===== config.mk =====
export PLATFORM = sky130hd
export DESIGN_NAME = core_seq
export DESIGN_NICKNAME = d
export VERILOG_FILES = /design/src/rtl/core_seq.sv
export SDC_FILE = /design/constraint.sdc
export NUM_CORES = 1
export LEC_CHECK = 0
export CAP_MARGIN = 20
export CORE_MARGIN = 2
export CORE_UTILIZATION = 30
export CTS_CLUSTER_DIAMETER = 60
export CTS_CLUSTER_SIZE = 28
export DETAILED_ROUTE_END_ITERATION = 6
export HOLD_SLACK_MARGIN = 0.15
export PLACE_DENSITY = 0.5
export REMOVE_ABC_BUFFERS = 1
export SYNTH_ARGS = -nofsm -noshare
export SYNTH_HDL_FRONTEND = slang
export SYNTH_SLANG_ARGS = --single-unit

===== constraint.sdc =====
create_clock -name clk_i -period 3.4 [get_ports clk_i]
set_input_delay 0.68 -clock clk_i [delete_from_list [all_inputs] [get_ports clk_i]]
set_output_delay 0.68 -clock clk_i [all_outputs]
set_load 0.005 [all_outputs]

===== src/rtl/core_seq.sv =====
// core_seq: multi-cycle sequencer for the rv32 core datapath.
// Ports: clk_i/reset_i (sync, active-high), run_i/step_i debug control,
//   imem_ready_i/dmem_ready_i memory handshakes, is_mem_i/is_wb_i decode info;
//   tick_o core tick, imem_req_o/dmem_req_o requests, ir_we_o/rf_we_o/pc_we_o
//   one-cycle strobes, state_o/halted_o/fault_o status, instret_o count.
module core_seq #(
    parameter int CLK_DIV     = 100,
    parameter int MEM_TIMEOUT = 15
) (
    input  logic        clk_i,
    input  logic        reset_i,
    input  logic        run_i,
    input  logic        step_i,
    input  logic        imem_ready_i,
    input  logic        dmem_ready_i,
    input  logic        is_mem_i,
    input  logic        is_wb_i,
    output logic        tick_o,
    output logic        imem_req_o,
    output logic        dmem_req_o,
    output logic        ir_we_o,
    output logic        rf_we_o,
    output logic        pc_we_o,
    output logic [2:0]  state_o,
    output logic        halted_o,
    output logic        fault_o,
    output logic [31:0] instret_o
);

    typedef enum logic [2:0] {
        S_HALT   = 3'd0,
        S_FETCH  = 3'd1,
        S_DECODE = 3'd2,
        S_MEM    = 3'd3,
        S_WB     = 3'd4,
        S_FAULT  = 3'd7
    } state_t;

    localparam logic [7:0] DIV_LAST = 8'(CLK_DIV - 1);
    localparam logic [7:0] TIMEOUT  = 8'(MEM_TIMEOUT);

    logic [7:0]  div_cnt;
    logic [7:0]  wait_cnt;
    state_t      state;
    logic        step_pending;
    logic [31:0] instret;

    logic tick;
    logic live_tick;
    logic commit;
    logic wait_expired;

    assign tick      = (div_cnt == DIV_LAST);
    // Strobes are suppressed while reset is asserted so nothing commits
    // in the cycle that is being thrown away.
    assign live_tick = tick & ~reset_i;
    assign commit    = live_tick & (state == S_WB);
    // This tick would be the MEM_TIMEOUT-th one without ready.
    assign wait_expired = ((wait_cnt + 8'd1) == TIMEOUT);

    always_ff @(posedge clk_i) begin
        if (reset_i) begin
            div_cnt      <= 8'd0;
            wait_cnt     <= 8'd0;
            state        <= S_HALT;
            step_pending <= 1'b0;
            instret      <= 32'd0;
        end else begin
            div_cnt <= tick ? 8'd0 : div_cnt + 8'd1;

            // A step request in the commit cycle survives the clear.
            if (step_i)
                step_pending <= 1'b1;
            else if (commit)
                step_pending <= 1'b0;

            if (tick) begin
                unique case (state)
                    S_HALT: begin
                        if (run_i || step_pending) begin
                            state    <= S_FETCH;
                            wait_cnt <= 8'd0;
                        end
                    end
                    S_FETCH: begin
                        if (imem_ready_i) begin
                            state <= S_DECODE;
                        end else begin
                            wait_cnt <= wait_cnt + 8'd1;
                            if (wait_expired)
                                state <= S_FAULT;
                        end
                    end
                    S_DECODE: begin
                        if (is_mem_i) begin
                            state    <= S_MEM;
                            wait_cnt <= 8'd0;
                        end else begin
                            state <= S_WB;
                        end
                    end
                    S_MEM: begin
                        if (dmem_ready_i) begin
                            state <= S_WB;
                        end else begin
                            wait_cnt <= wait_cnt + 8'd1;
                            if (wait_expired)
                                state <= S_FAULT;
                        end
                    end
                    S_WB: begin
                        instret <= instret + 32'd1;
                        if (run_i) begin
                            state    <= S_FETCH;
                            wait_cnt <= 8'd0;
                        end else begin
                            state <= S_HALT;
                        end
                    end
                    default: state <= S_FAULT;
                endcase
            end
        end
    end

    assign tick_o     = tick;
    assign imem_req_o = (state == S_FETCH);
    assign dmem_req_o = (state == S_MEM);
    assign ir_we_o    = live_tick & (state == S_FETCH) & imem_ready_i;
    assign pc_we_o    = commit;
    assign rf_we_o    = commit & is_wb_i;
    assign state_o    = state;
    assign halted_o   = (state == S_HALT);
    assign fault_o    = (state == S_FAULT);
    assign instret_o  = instret;

endmodule


# Yosys cells after proc, flatten, opt, wreduce, memory -nomap -nowiden
# Index checks and enable logic that the tools add are counted.
# totals
input_bits	8
out_inout_bits	43
register_bits	52
word_cells	49
# classes
mux	15
eq_ne	12
reduce_logical	8
add_sub_neg	3
bitwise_logic	6
# ops
op	n
$mux 8	5
$pmux 8 s5	1
$add 32x1->32 const B	1
$add 8x1->8 const B	2
$mux 3	5
$pmux 3 s5	1
$eq 8x4->1 const B	1
$eq 8x7->1 const B	1
$ne 2x2->1 const B	4
$reduce_and 7->1	1
$eq 3x2->1 const B	2
$eq 3x3->1 const B	2
$and 1x1->1	5
$reduce_bool 5->1	1
$reduce_and 2->1	2
$eq 3x1->1 const B	1
$logic_not 3->1	1
$mux 1	3
$ne 2x1->1 const B	1
$reduce_bool 2->1	1
$reduce_or 2->1	1
$logic_or 1x1->1	1
$not 1->1	1

# Longest topological paths before layout
# Gate-level depths: netlist of the first run.
# depth
ltp_word	5
depth_mapped	8
depth_no_buf	7

# Worst setup path after synthesis of the first run
# OpenSTA, ideal clock, no wires.
# synth_path
kind	register to output
startpoint	reg div_cnt[0]
endpoint	out rf_we_o
required_ns	2.720
t_arrival_ns	1.342
path_slack_ns	1.378
stages_incl_launch_ff	6
path_cell_list	dfxtp_1 > ha_1 > and4b_1 > nand3_1 > nor2_1 > and2_1
# synth_between
elab_chain_cells	4
# synth_rtl
element	line_no	rtl
start: declaration	42	logic [7:0] div_cnt;
start signal: assignment	69	div_cnt <= tick ? 8'd0 : div_cnt + 8'd1;
$eq 8x7->1	53	assign tick = (div_cnt == DIV_LAST);
$and 1x1->1	56	assign live_tick = tick & ~reset_i;
$and 1x1->1	57	assign commit = live_tick & (state == S_WB);
net pc_we_o	23	output logic pc_we_o,
$and 1x1->1	131	assign rf_we_o = commit & is_wb_i;
end: declaration	22	output logic rf_we_o,
# The timed path passes the listed nets, and every way through them passes these cells.

# Worst setup path after layout of the first run
# layout_path
startpoint	reg div_cnt[0]
endpoint	out rf_we_o
# layout_between
elab_chain_cells	4
# layout_rtl
element	line_no
$eq 8x7->1	53
$and 1x1->1	56
$and 1x1->1	57
$and 1x1->1	131
# No other way between the ends.

==> summary.md, run 1 <==
| Metric | Value |
|---|---|
| Final antenna-violating net count | 0 |
| Number of synthesized flops with an enable pin | 0 |
| Synth async-reset ratio | 0% |
| Vias in the first global route | ~2200 |
| 1st-iter DRT viols | 134 |
| Yosys cell types | 45 |
| PD cells | 309 nW/µm² |
| RSZ-0062 raised after global routing | false |
| Synthesized flop and latch total | 52 |
| Setup TNS | 0 ns |
| Clk Latency, worst-skew pair | a little over 0.3 ns |
| Crit. End Element | output pin |
| CP Max Fanout | 5 |
| First-pass GRT wire length | roughly 11000 µm |
| Share of layout cells above drive strength 1 | roughly 4.8% |
| Fin crit share | 90.6% |
| Slew margin rel. | between 40% and 50% |
| Clk_skew | 0.00613 ns |
| Final WS setup | 0.320 ns |
| Hold violation total from the final report | 0 |
| Largest net degree at the start of global routing | 28 |
| Setup violations, final | 0 |
| Hold Crit Class | reg2reg |
| Sequential-to-total area share from yosys stat | 39.6% |
| IO Count | between 50 and 60 |
| Synth Area per Inst | ~8.1 µm² |
| Period minus WS final | approximately 3 ns |
| Dpl cells | between 400 and 500 |
| Area Growth Syn to Fin | 26.5% |
| Dpl hpwl | 4720 µm |
| Via count | roughly 2500 |
| Fmax | between 300 and 400 MHz |
| Die Height | approximately 98 µm |
| CTS tree | built |
| Filler cells | 900 |
| DR pass1 iterations | 4 |
| Clock transition at path regs | around 0.090 ns |
| H-tree levels | 2 |
| Peak VDD IR | ~0.00014 V |
| Initial core utilization | a little under a third |
| Worst EP arrival | 2.40 ns |
| Crit path launch type | flop |
| Number of synthesis warnings | 0 |
| Pleak | approximately 1.1 nW |
| Final slew viol count | 0 |
| Gr ovfl total | 0 |
| # diodes | 0 |
| Post-synth top flop | dfxtp_1 |
| Cts-stage hold buffer count | 0 |
| Multi-input gate area | 1500 µm² |
| Critical path class | reg2out |
| Worst slew pin tran | 0.798 ns |
| FF/Latch Area | 1040 µm² |
| Top post-synthesis cells by area | dfxtp_1 (40%), nor2_1 (5.6%), xor2_1 (5.3%), a21oi_1 (4.8%), or3_1 (4.3%) |
| Global-route usage over all layers | ~14% |
| Port bufs | 50 |
| Standard-cell row count | 34 |
| Initial antenna violation count | 0 |
| Core region area | about 8600 µm² |
| Area leader, netlist | dfxtp_1 |
| Root Buffer | clkbuf_8 |
| DP Worst Slack | slightly above 0.5 ns |
| Syn Inst Count | roughly 330 |
| Post-synth top area share | 39.6% |
| Placer Congestion | around 0.76 |
| Die Wd | between 90 and 100 µm |
| Routed length per instance | 13.4 µm |
| Pwr Total | between 1 and 1.5 mW |
| Max-cap viol count | 0 |
| Status | finished clean |
| Worst Path Required | ~2.7 ns |
| Nets | about 380 |
| Most frequent cells after synthesis | dfxtp_1 (52), nor2_1 (39), a21oi_1 (25), nand2_1 (22), o21ai_0 (21) |
| Residual DRC | 0 |
| Final cell count without fillers | between 400 and 500 |
| R2R setup slack | approximately 0.73 ns |
| Bufs on Longest Clock Path | 2 |
| CTS sink count | 52 |
| Post-Synthesis Cell Area | approximately 2600 µm² |
| Die Area | between 9000 and 10000 µm² |
| Routed Wire Length | ~6400 µm |
| Vias per cell | between 5 and 6 |
| Count leader, synth | dfxtp_1 |
| Cts bufs inserted | 5 |
| Utilization after layout | between 30% and 40% |
==> per-layer routing <==
layer | share of wire, % | wire (µm) | GRT usage (%) | vias to the layer above
met5 | 0 | 0 | 0 | -
met4 | 1.2 | 79 | 4.17 | 0
met3 | 3.4 | 221 | 3.09 | 5
met2 | 47 | 3040 | 22.5 | 42
met1 | 48 | 3110 | 17.7 | 1162
li1 | - | - | - | 1258
==> per-stage QoR <==
stage | hold slack, ns | cell area (µm²)
4_1_cts | 0.486 | 3320
2_1_floorplan | 0.437 | 2580
6_report | 0.478 | 3330
3_3_place_gp | 0.453 | 3230
3_5_place_dp | 0.462 | 3230
5_1_grt | 0.505 | 3330
==> what timing repair did <==
| item | in CTS | in global routing |
|---|---|---|
| resized for setup | 0 | 2 |
| buffers inserted | 0 | 0 |
| setup endpoints to repair | 0 | 1 |
| hold endpoints to repair | 0 | 0 |
==> layout make-up <==
class | count | area share [%]
multi-input combinational | 250 | 45.0
sequential | 52 | 31.3
timing repair buffer | 52 | 15.5
tap | 108 | 4.06
clock buffer | 7 | 2.89
inverter | 11 | 1.24
==> critical path, stage by stage, from the launching register on <==
cell and delay, ns:
dfxtp_1 0.39, ha_1 0.27, and4b_1 0.28, nand3_1 0.27
nor2_2 0.24, and2_1 0.15, clkdlybuf4s50_1 0.49
==> cells by family (layout without fill, tap and decap cells) <==
kind of cell	count (synthesis)	count (layout)	share of synthesized area [%]
adder cells (fa/ha/maj)	4	4	1.90
AO/OA/AOI/OAI	57	57	12.0
buffers and inverters	24	70	3.61
XOR/XNOR	26	26	8.65
AND/OR/NAND/NOR	161	161	33.4
multiplexers	2	2	0.808
flip-flops	52	52	39.6
==> cell usage in the layout (no fill, tap or decap), drive strengths merged, types with 7 or more instances in the layout <==
cell            n
or3            18
xor2           16
clkbuf          7
nor2           39
dfxtp          52
and3           10
xnor2          10
a21oi          25
clkdlybuf4s50  50
o21ai          21
nand4          17
inv            11
nand2          22
nor3           10
nand3          15
==> report_power, final <==
group,leakage (nW),switching [mW],internal (mW)
registers,0.420,0.00401,0.612
logic,0.622,0.0197,0.0141
clock network,0.0503,0.197,0.182
total,1.09,0.221,0.808
==> final timing paths <==
| kind | startpoint | end | depth (start not counted) |
|---|---|---|---|
| worst max-delay path | div_cnt[0]$_SDFF_PP0_ | rf_we_o | 6 |
| worst min-delay path | div_cnt[0]$_SDFF_PP0_ | div_cnt[0]$_SDFF_PP0_ | 1 |
| worst max register to register | div_cnt[0]$_SDFF_PP0_ | wait_cnt[5]$_SDFFE_PP0P_ | 7 |
| worst min register to register | div_cnt[0]$_SDFF_PP0_ | div_cnt[0]$_SDFF_PP0_ | 1 |
==> state kept, by name (all words and copies together) (netlist names) <==
register,count
instret_o,32
div_cnt,8
state_o,3
wait_cnt,8
step_pending,1
(Power assumes the default switching activity.)
==> inputs of run 2 (changes only) <==
- PLACE_DENSITY: 0.5 -> 0.52
- clock period: 3.4 -> 2.55 ns (I/O delays scaled with it)
==> summary.md, run 2 (synthesis results as in run 1) <==
| Metric | Value |
|---|---|
| Placed cell area | 3330 µm² |
| Comb pwr share | under 10% |
| Switching Fraction | 20.8% |
| Post-route cell area | 3550 µm² |
| Worst slew pin tran | about 0.42 ns |
| Crit path buffers/inverters | 1 |
| Cts bufs inserted | 5 |
| Die Wd | slightly below 100 µm |
| WHS | a little under 0.5 ns |
| Vias in the first global route | 2332 |
| Peak VDD IR | a little under 0.0002 V |
| Hold Crit Class | reg2reg |
| Crit-path cells | ha_1 > and4b_2 > nand3_4 > nor2_4 > and2_1 > clkdlybuf4s50_1 |
| Slew margin rel. | ~72% |
| Max-cap viol count | 0 |
| Initial antenna violation count | 0 |
| Global-route usage over all layers | roughly 14% |
| CP top delay family | simple AND/OR/NAND/NOR gates |
| Core region area | between 8000 and 9000 µm² |
| DP Worst Slack | 0.0136 ns |
| Root Buffer | clkbuf_8 |
| Hold violation total from the final report | 0 |
| Clk_skew | roughly 0.0045 ns |
| Routed length per instance | 13.4 µm |
| Worst EP arrival | a little under 2 ns |
| Dpl hpwl | between 4000 and 5000 µm |
| Placer Congestion | 0.755 |
| Via count | about 2500 |
| Crit path launch type | flop |
| Period minus WS final | 2.46 ns |
| Port bufs | 50 |
| Commonest non-fill, non-tap cell in the layout | dfxtp_1 |
| Pleak | between 1 and 1.5 nW |
| Fraction of power consumed by sequential logic | 54.8% |
| Multi-input gate area | between 1500 and 2000 µm² |
| Cts-stage hold buffer count | 0 |
| Psw | 312 µW |
| Die Area | 9540 µm² |
| Clock transition at path regs | about 0.09 ns |
| # diodes | 0 |
| Status | finished clean |
| Commonest non-fill, non-tap cells in the layout | dfxtp_1 (50), clkdlybuf4s50_1 (49), nor2_1 (37) |
| Bufs on Longest Clock Path | 2 |
| Routed Wire Length | roughly 6700 µm |
| First-pass GRT wire length | approximately 11000 µm |
| Worst Path Required | approximately 2.0 ns |
| Final antenna-violating net count | 0 |
| CTS sink count | 52 |
| Fin crit share | a little over nine tenths |
| CP Max Fanout | 3 |
| Die Height | roughly 98 µm |
| Initial core utilization | between 30% and 40% |
| Setup TNS | 0 ns |
| Crit. End Element | output pin |
| DR pass1 iterations | 4 |
| Max reg flops | 32 |
| Critical path class | reg2out |
| IO Count | slightly above 50 |
| Internal cell power | approximately 1.2 mW |
| Clock Power Share | between 40% and 50% |
| FF/Latch Area | ~1000 µm² |
| Standard-cell row count | 34 |
| RSZ-0062 raised after global routing | true |
| Crit path largest cell delay | about 0.49 ns |
| CTS tree | built |
| Largest net degree at the start of global routing | 25 |
| Final slew viol count | 0 |
| Clk Latency, worst-skew pair | between 0.3 and 0.4 ns |
| Residual DRC | 0 |
| H-tree levels | 2 |
| 1st-iter DRT viols | between 80 and 90 |
| Gr ovfl total | 0 |
| Slowest CP cell | clkdlybuf4s50_1 |
| Final WS setup | about 0.089 ns |
| Setup violations, final | 0 |
| Fmax | 406 MHz |
| Filler cells | 891 |
| Pwr Total | about 1.5 mW |
| Share of layout cells above drive strength 1 | a little under an eighth |
| PD cells | about 420 nW/µm² |
| Vias per cell | about 5 |
| Area Growth Syn to Fin | 35.0% |
| Nets | 405 |
## run 2: metrics by stage
stage | cells | utilization (%)
final | 502 | 41.3
after global routing | 502 | 41.3
after CTS | 499 | 40.7
after detailed placement | 487 | 38.8
after global placement | 487 | 38.8
after floorplan | 313 | -
## run 2: final cells by class
cell class | count | area share (%)
clock inverter | 1 | 0.845
timing repair buffer | 73 | 19.0
clock buffer | 7 | 2.71
inverter | 11 | 1.16
multi-input combinational | 250 | 43.1
tap | 108 | 3.80
sequential | 52 | 29.4
## run 2: tightest hold or removal path, stage by stage (launching register included)
cell and delay [ns]:
dfxtp_1 0.33, o21ai_0 0.07, a21oi_1 0.06
## run 2: power groups by stage
stage / Sequential (mW) / Combinational [mW] / Clock (mW)
2_1_floorplan: 0.840 / 0.0140 / 0
3_3_place_gp: 0.841 / 0.0465 / 0
3_5_place_dp: 0.841 / 0.0465 / 0
4_1_cts: 0.822 / 0.0491 / 0.640
5_1_grt: 0.823 / 0.0588 / 0.683
6_report: 0.822 / 0.0532 / 0.624
## run 2: final timing paths
check	to	cells after the start	slack [ns]	startpoint
setup / recovery	rf_we_o	6	0.09	div_cnt[1]$_SDFF_PP0_
hold / removal	wait_cnt[7]$_SDFFE_PP0P_	2	0.49	wait_cnt[7]$_SDFFE_PP0P_
setup reg to reg	wait_cnt[5]$_SDFFE_PP0P_	10	0.37	div_cnt[1]$_SDFF_PP0_
hold reg to reg	wait_cnt[7]$_SDFFE_PP0P_	2	0.49	wait_cnt[7]$_SDFFE_PP0P_
## run 2: routing by layer
| layer | vias to the layer above | global-route usage (%) | wire, µm |
|---|---|---|---|
| met5 | - | 0 | 0 |
| met4 | 0 | 4.70 | 97 |
| met3 | 7 | 2.95 | 304 |
| met2 | 51 | 23.0 | 3140 |
| met1 | 1182 | 18.9 | 3190 |
| li1 | 1303 | - | - |
## run 2: what timing repair did
item                       CTS  global route
setup buffers                4             3
setup endpoints to repair    3             9
gates cloned                 0             0
pin swaps                    1             1
gates resized for setup      3             8
